==> src/rtl/dds_sweep_scheduler_if.sv <==
// Load and DDS handshake bundle for dds_sweep_scheduler.
// master = scheduler side, slave = serial reader / DDS serializer side.
interface dds_sweep_scheduler_if #(
  parameter int WORD_W = 184
);
  logic              load_valid;
  logic              load_ready;
  logic [0:WORD_W-1] load_word;
  logic              dds_valid;
  logic              dds_ready;
  logic [0:WORD_W-1] dds_word;

  modport master (
    input  load_valid, load_word, dds_ready,
    output load_ready, dds_valid, dds_word
  );
  modport slave (
    output load_valid, load_word, dds_ready,
    input  load_ready, dds_valid, dds_word
  );
endinterface

==> src/rtl/dds_sweep_scheduler.sv <==
// Stores DDS profile words in IDLE and issues them one per trigger after arm.
// Optional `DDS_SWEEP_LOOP_EN: wrap to slot 0 forever and count wraps in loop_count.
module dds_sweep_scheduler #(
  parameter int DEPTH  = 20,
  parameter int WORD_W = 184,
  parameter int CNT_W  = 5
) (
  input  logic                   ten_MHz_ext,
  input  logic                   rst,
  dds_sweep_scheduler_if.master  bus,
  input  logic                   arm,
  input  logic                   trigger,
  input  logic                   abort,
  output logic [CNT_W-1:0]       sweep_total,
  output logic [CNT_W-1:0]       sweep_index,
  output logic                   busy,
  output logic                   done,
  output logic                   overflow,
  output logic                   missed_trig
`ifdef DDS_SWEEP_LOOP_EN
  ,
  output logic [7:0]             loop_count
`endif
);

  typedef enum logic [1:0] {
    IDLE      = 2'd0,
    ISSUE     = 2'd1,
    WAIT_TRIG = 2'd2,
    DONE      = 2'd3
  } state_t;

  state_t            state, state_nxt;
  logic [CNT_W-1:0]  wr_ptr, rd_ptr;
  logic [0:WORD_W-1] mem [DEPTH];
  logic [0:WORD_W-1] word_q;
  logic              full, hs, last, arm_ok, load_ok;

  assign full    = (wr_ptr == CNT_W'(DEPTH));
  assign hs      = (state == ISSUE) && bus.dds_ready;
  assign last    = (rd_ptr == wr_ptr - CNT_W'(1));
  assign arm_ok  = (state == IDLE) && arm && (wr_ptr != '0);
  assign load_ok = (state == IDLE) && bus.load_valid && !full;

  // state register
  always_ff @(posedge ten_MHz_ext) begin
    if (rst) state <= IDLE;
    else     state <= state_nxt;
  end

  // next-state logic; abort wins over everything else
  always_comb begin
    state_nxt = state;
    if (abort) begin
      state_nxt = IDLE;
    end else begin
      case (state)
        IDLE:      if (arm_ok) state_nxt = ISSUE;
`ifdef DDS_SWEEP_LOOP_EN
        ISSUE:     if (hs) state_nxt = WAIT_TRIG;
`else
        ISSUE:     if (hs) state_nxt = last ? DONE : WAIT_TRIG;
`endif
        WAIT_TRIG: if (trigger) state_nxt = ISSUE;
        DONE:      state_nxt = DONE;
        default:   state_nxt = IDLE;
      endcase
    end
  end

  // state-decoded outputs
  always_comb begin
    bus.load_ready = (state == IDLE) && !full;
    bus.dds_valid  = (state == ISSUE);
    busy           = (state == ISSUE) || (state == WAIT_TRIG);
    done           = (state == DONE);
  end

  assign bus.dds_word = word_q;
  assign sweep_total  = wr_ptr;

  always_ff @(posedge ten_MHz_ext) begin
    if (load_ok && !abort) mem[wr_ptr] <= bus.load_word;
  end

  always_ff @(posedge ten_MHz_ext) begin
    if (rst) begin
      wr_ptr      <= '0;
      rd_ptr      <= '0;
      sweep_index <= '0;
      word_q      <= '0;
      overflow    <= 1'b0;
      missed_trig <= 1'b0;
`ifdef DDS_SWEEP_LOOP_EN
      loop_count  <= '0;
`endif
    end else if (abort) begin
      wr_ptr      <= '0;
      rd_ptr      <= '0;
`ifdef DDS_SWEEP_LOOP_EN
      loop_count  <= '0;
`endif
    end else begin
      if (load_ok) wr_ptr <= wr_ptr + CNT_W'(1);
      if ((state == IDLE) && bus.load_valid && full) overflow <= 1'b1;
      if (arm_ok) begin
        rd_ptr <= '0;
        word_q <= mem[0];
      end
      if ((state == ISSUE) && trigger) missed_trig <= 1'b1;
      if (hs) begin
        sweep_index <= rd_ptr;
        if (!last) begin
          rd_ptr <= rd_ptr + CNT_W'(1);
        end else begin
`ifdef DDS_SWEEP_LOOP_EN
          rd_ptr <= '0;
          if (loop_count != 8'hFF) loop_count <= loop_count + 8'd1;
`endif
        end
      end
      // word is fetched on the trigger so it is registered when dds_valid rises
      if ((state == WAIT_TRIG) && trigger) word_q <= mem[rd_ptr];
    end
  end

endmodule

==> src/flat_wrapper.sv <==
// flat-port wrapper written by rule: the top's interface ports become plain ports
module dds_sweep_scheduler_flat 
#(
  parameter int DEPTH  = 20,
  parameter int WORD_W = 184,
  parameter int CNT_W  = 5
)
  (ten_MHz_ext, rst, arm, trigger, abort, sweep_total, sweep_index, busy, done, overflow, missed_trig, bus_load_valid, bus_load_word, bus_dds_ready, bus_load_ready, bus_dds_valid, bus_dds_word);
  dds_sweep_scheduler_if #(.WORD_W(WORD_W)) bus_i ();
  input  logic ten_MHz_ext;
  input  logic rst;
  input  logic arm;
  input  logic trigger;
  input  logic abort;
  output logic [CNT_W-1:0] sweep_total;
  output logic [CNT_W-1:0] sweep_index;
  output logic busy;
  output logic done;
  output logic overflow;
  output logic missed_trig;
  input wire logic [$bits(bus_i.load_valid)-1:0] bus_load_valid;
  input wire logic [$bits(bus_i.load_word)-1:0] bus_load_word;
  input wire logic [$bits(bus_i.dds_ready)-1:0] bus_dds_ready;
  output wire logic [$bits(bus_i.load_ready)-1:0] bus_load_ready;
  output wire logic [$bits(bus_i.dds_valid)-1:0] bus_dds_valid;
  output wire logic [$bits(bus_i.dds_word)-1:0] bus_dds_word;
  assign bus_i.load_valid = bus_load_valid;
  assign bus_i.load_word = bus_load_word;
  assign bus_i.dds_ready = bus_dds_ready;
  assign bus_load_ready = bus_i.load_ready;
  assign bus_dds_valid = bus_i.dds_valid;
  assign bus_dds_word = bus_i.dds_word;
  dds_sweep_scheduler #(.DEPTH(DEPTH), .WORD_W(WORD_W), .CNT_W(CNT_W)) u_core (.ten_MHz_ext(ten_MHz_ext), .rst(rst), .bus(bus_i), .arm(arm), .trigger(trigger), .abort(abort), .sweep_total(sweep_total), .sweep_index(sweep_index), .busy(busy), .done(done), .overflow(overflow), .missed_trig(missed_trig));
endmodule
==> config.mk <==
export PLATFORM = sky130hd
export DESIGN_NAME = dds_sweep_scheduler_flat
export DESIGN_NICKNAME = d
export VERILOG_FILES = /design/src/rtl/dds_sweep_scheduler_if.sv /design/src/rtl/dds_sweep_scheduler.sv /design/src/flat_wrapper.sv
export SDC_FILE = /design/constraint.sdc
export NUM_CORES = 2
export LEC_CHECK = 0
export CAP_MARGIN = 25
export CELL_PAD_IN_SITES_DETAIL_PLACEMENT = 1
export CELL_PAD_IN_SITES_GLOBAL_PLACEMENT = 1
export CORE_ASPECT_RATIO = 0.6
export CORE_MARGIN = 2
export CORE_UTILIZATION = 35
export CTS_CLUSTER_SIZE = 8
export DETAILED_ROUTE_END_ITERATION = 8
export PLACE_DENSITY = 0.63
export SYNTH_ARGS = -nofsm -noshare
export SYNTH_HDL_FRONTEND = slang
export SYNTH_SLANG_ARGS = --single-unit
==> constraint.sdc <==
create_clock -name ten_MHz_ext -period 12.5 [get_ports ten_MHz_ext]
set_input_delay 1.875 -clock ten_MHz_ext [delete_from_list [all_inputs] [get_ports ten_MHz_ext]]
set_output_delay 1.875 -clock ten_MHz_ext [all_outputs]
set_load 0.02 [all_outputs]
# Yosys cells after proc, flatten, opt, wreduce, memory -nomap -nowiden
# Memories as Yosys holds them, arrays and structs flattened. A register that Yosys moved wholly into a read port is not among the register bits.
# Cells that the tools add are included.
# Widths: inputs -> output; s select.
[op_classes] n_addsub=3 eq_ne=8 muxes=13 n_bitwise=1 reduce_logical=22
[op_table] operator="$mux 184" n=2
[op_table] operator="$mux 5" n=4
[op_table] operator="$add 5x1->5 const B" n=2
[op_table] operator="$logic_and 1x1->1" n=10
[op_table] operator="$pmux 2 s4" n=1
[op_table] operator="$reduce_and 2->1" n=4
[op_table] operator="$mux 2" n=3
[op_table] operator="$eq 5x5->1" n=1
[op_table] operator="$eq 5x5->1 const B" n=1
[op_table] operator="$reduce_bool 5->1" n=1
[op_table] operator="$sub 5x1->5 const B" n=1
[op_table] operator="$eq 2x2->1 const B" n=2
[op_table] operator="$ne 2x1->1 const B" n=2
[op_table] operator="$mux 1" n=3
[op_table] operator="$reduce_and 3->1" n=1
[op_table] operator="$eq 2x1->1 const B" n=1
[op_table] operator="$logic_not 1->1" n=2
[op_table] operator="$logic_not 2->1" n=1
[op_table] operator="$ne 2x2->1 const B" n=1
[op_table] operator="$reduce_bool 2->1" n=1
[op_table] operator="$reduce_or 2->1" n=1
[op_table] operator="$logic_or 1x1->1" n=1
[op_table] operator="$not 1->1" n=1
[totals] register_bits=203 ram_bits=3680 in_bits=191 elab_cells=55 mem_count=1
[memory_table] memory="u_core.mem" words=20 word_bits=184 read_ports=2 rd_ports_with_merged_regs=1 wr=1 line="dds_sweep_scheduler.sv:35" rtl="logic [0:WORD_W-1] mem [DEPTH];"

# Longest topological paths before layout
[logic_depth] word_depth=7 ltp_mapped=10

# Worst setup path after synthesis
# OpenSTA, ideal clock, no wires.
[synth_path] path_kind="input-to-reg" startpoint="input bus_load_valid" endpoint="memory u_core.mem[12][0] (netlist name), enable pin" setup_time_ps=732 t_arrival_ps=10232 slack_ps=1536 path_stages=6 n_path_buf=1 cell_sequence="nand2_1 nor2b_1 clkbuf_1 and2_1 nand2_1 nor2_1"
[synth_between] elab_chain_cells=5
[synth_rtl] element="from (decl)" line="flat_wrapper.sv:21" rtl="input wire logic [$bits(bus_i.load_valid)-1:0] bus_load_valid;"
[synth_rtl] element="$logic_and 1x1->1 (2 in series)" line="dds_sweep_scheduler.sv:43" rtl="assign load_ok = (state == IDLE) && bus.load_valid && !full;"
[synth_rtl] element="$logic_and 1x1->1" line="dds_sweep_scheduler.sv:83" rtl="if (load_ok && !abort) mem[wr_ptr] <= bus.load_word;"
[synth_rtl] element="$mux 1" line="dds_sweep_scheduler.sv:83"
[synth_rtl] element="$mux 1 (not written as such)" line="dds_sweep_scheduler.sv:83"
[synth_rtl] element="to (decl)" line="dds_sweep_scheduler.sv:35"
# No other way between the ends.

# Worst setup path in the final report
[layout_path] startpoint="input abort" endpoint="memory u_core.mem[14][37] (netlist name), enable pin"
[layout_between] elab_chain_cells=4
[layout_rtl] element="from (decl)" line="flat_wrapper.sv:14" rtl="input logic abort;"
[layout_rtl] element="$logic_not 1->1" line="dds_sweep_scheduler.sv:83"
[layout_rtl] element="$logic_and 1x1->1" line="dds_sweep_scheduler.sv:83"
[layout_rtl] element="$mux 1" line="dds_sweep_scheduler.sv:83"
[layout_rtl] element="$mux 1 (not written as such)" line="dds_sweep_scheduler.sv:83"
# No other way between the ends.

==> results.md <==
* Sw frac at 0.209
* Clock transition at path regs at 50 ps
* Status: finished clean
* Post-DP HPWL at about 240,000 µm
* Drt wl/cell at approximately 33 µm
* Worst-Margin Slew at roughly 1400 ps
* Gpl congestion at 0.758
* Nets at 7,967
* Io pins at 391
* Synth-to-Final Area Change at 18.2%
* # Post-CTS Setup Buffers at 0
* Tcrit/Tclk final at 0.453
* WL met2 at 208,000 µm
* Antenna violations before repair at 74
* Seq pwr share at 0.494
* RR Endpoint: u_core.mem[14][37]$_DFFE_PP_
* Initial Util at 0.352
* Antenna viol nets, final at 0
* Clock Latency Late Sink at 950 ps
* Final setup vio count at 0
* Crit path max fanout at between 50 and 60
* Sum Neg Setup Slack at 0 ps
* Number of CTS-inserted buffers at 560
* Area leader, netlist: edfxtp_1
* DRC at 0
* Post-route minimum period at 5660 ps
* Top Metal Used: met5
* Wire length on met1 at 195,000 µm
* Post-cts resize count at 0
* Headroom to the max-slew limit at 0.0772
* Required @ worst endpoint at between 10,000 and 15,000 ps
* First-pass GRT wire length at about 640,000 µm
* EDFF count, synth at about 3,700
* Core box area at 420,000 µm²
* Clk buf depth at 4
* Setup slack after layout at 6840 ps
* Hold-fix buffers at CTS at 0
* Mapped Nets at 7,341
* Die W at about 840 µm
* Async S/R FF share, synth at 0
* Global-route usage over all layers at 0.206
* Synth Flop Type: edfxtp_1
* Reg2reg start: u_core.sweep_total[0]$_SDFFE_PP0P_
* Port bufs at 390
* FP Rows at 184
* Crit Path Class: input pin to register
* Peak supply drop at around 0.00013 V
* Fin. max-slew vios at 0
* Synth unique cells at 54
* Hold worst-path end: u_core.missed_trig$_SDFFE_PP0P_
* Commonest non-fill, non-tap cell in the layout: edfxtp_1
* Synthesized area at between 100,000 and 150,000 µm²
* Count of final hold-check violations at 0
* Combinational power share at 0.025
* Setup Skew at 66.1 ps
* Most frequent cells in the layout: edfxtp_1, mux4_2, clkbuf_16, clkdlybuf4s50_1, clkbuf_1
* 1st-iter DRT viols at 9,476
* Net Sw Power at 0.00610 W
* Met3 wire len at 36,700 µm
* Leakage power at 52.8 nW
* Top-area cell type share of the netlist area at 0.747
* TritonCTS clock tree: yes
* Hold Startpoint: u_core.missed_trig$_SDFFE_PP0P_
* Vias at 79,300
* CP Launch Type: input pin
* Max cap viols at 0
* R2R cell count at 10
* Post-synthesis cell count at a little over 7,000
* WP data arrival at 6190 ps
* Clk sink count at 3,883
* Avg Cell Area, Syn at around 21 µm²
* Vias in the first global route at 82,700
* Int Pwr at 0.0230 W
* Area after DPL at between 150,000 and 200,000 µm²
* R2r setup slk at 7240 ps
* Largest net degree at the start of global routing at between 150 and 200
* DRT Pass-1 Iters at 6
* Critical path capture point type: register
* Die H at 508 µm
* Vias/cell at 5.78
* Die area at 428,000 µm²
* Power Total at 0.0291 W
* PD cells at 167 nW/µm²
* CTS H-tree depth at 6
* Final instance area at 175,000 µm²
* Depth of the worst hold-timing path at 2
* Synth area leaders: edfxtp_1, mux4_2, dfxtp_1, mux2_2, a221oi_1
* Sequential share of the synthesized area at 0.774
* Final wirelength at about 450,000 µm
* Share of layout cells above drive strength 1 at 0.221
* Achievable Freq at between 0.15 and 0.2 GHz
* Unrepaired setup endpoints after global routing: false
* Hold WC Path Type: register to register
* Clk root buf: clkbuf_16
* Grt total ovfl at 0
* Ys Warns at 0
* Worst slack, placed at 5880 ps
* Seq cells post-synth at 3,883
* Clock share of power at 0.481
routing by layer:
| layer | vias to the layer above | global-route usage |
|---|---|---|
| met5 | - | 0 |
| met4 | 14 | 0.0496 |
| met3 | 668 | 0.0416 |
| met2 | 3706 | 0.320 |
| met1 | 43200 | 0.300 |
| li1 | 31700 | - |
sequential cells by signal (all words and copies together) (netlist names):
| register | cells |
|---|---|
| u_core.rd_ptr | 5 |
| u_core.sweep_index | 5 |
| u_core.overflow | 1 |
| u_core.sweep_total | 5 |
| u_core.missed_trig | 1 |
| u_core.state | 2 |
| u_core.mem | 3680 |
| u_core.bus.dds_word | 184 |
metrics by stage:
stage               utilization  hold WS [ps]  std cells
global placement          0.377           491      12800
floorplan                     -           510       7140
finish                    0.417           492      13700
global route              0.417           513      13700
CTS                       0.415           497      13700
detailed placement        0.377           486      12800
synthesized netlist by cell type (all sizes together), types with 2 or more instances:
cell    instances
a211oi        163
a21oi           3
a221oi        184
a22oi          22
a31oi         185
and2            4
buf           222
clkbuf        291
dfxtp         203
edfxtp       3680
ha             10
inv            10
mux2          206
mux2i           7
mux4          736
nand2          38
nand2b          4
nand3           6
nand4           2
nor2           62
nor2b         166
nor3           47
o211ai        162
o21a           22
o21ai         188
o21bai        162
o22ai         162
o31ai         161
or2             3
or3             2
xnor2           3
xor2            7
worst max-delay path: stages:
cell and delay, ps:
buf_2 120, buf_4 290, inv_8 490, and2_1 320, nand2_1 320, nor2_4 200, buf_4 800, buf_4 920
buf_4 650
power groups by stage:
stage               Sequential (W)  Clock (W)  Combinational, W
floorplan                   0.0147          0          0.000214
global placement            0.0146          0          0.000686
detailed placement          0.0147          0          0.000715
CTS                         0.0144     0.0142          0.000718
global route                0.0144     0.0148          0.000773
finish                      0.0144     0.0140          0.000724
cell type report:
type / count / area [µm²]
diodes: 13 / 32.5
clock buffers: 878 / 15500
clock inverters: 40 / 473
fillers: 39500 / 245000
inverters: 10 / 60.1
multi-input cells: 2734 / 31300
flip-flops and latches: 3883 / 115000
well taps: 5580 / 6980
repair buffers: 577 / 5990
how the worst max path moves through the flow:
stage / cells past startpoint / endpoint / slack, ps / start
floorplan: 6 / u_core.mem[12][0]$_DFFE_PP_ / 1540 / bus_load_valid
global placement: 9 / u_core.mem[14][174]$_DFFE_PP_ / 5850 / abort
detailed placement: 9 / u_core.mem[14][174]$_DFFE_PP_ / 5880 / bus_load_valid
CTS: 9 / u_core.mem[14][16]$_DFFE_PP_ / 6890 / bus_load_valid
global route: 9 / u_core.mem[14][37]$_DFFE_PP_ / 6690 / bus_load_valid
finish: 9 / u_core.mem[14][37]$_DFFE_PP_ / 6840 / abort
kinds of logic after synthesis:
family	count (synthesis)	share of synthesized area
flip-flops	3883	0.774
XOR/XNOR	10	0.000592
AO/OA/AOI/OAI	1425	0.0679
adder cells (fa/ha/maj)	10	0.000845
buffers and inverters	523	0.0160
AND/OR/NAND/NOR	340	0.0123
multiplexers	949	0.128
Power figures use the tool's default switching activity.
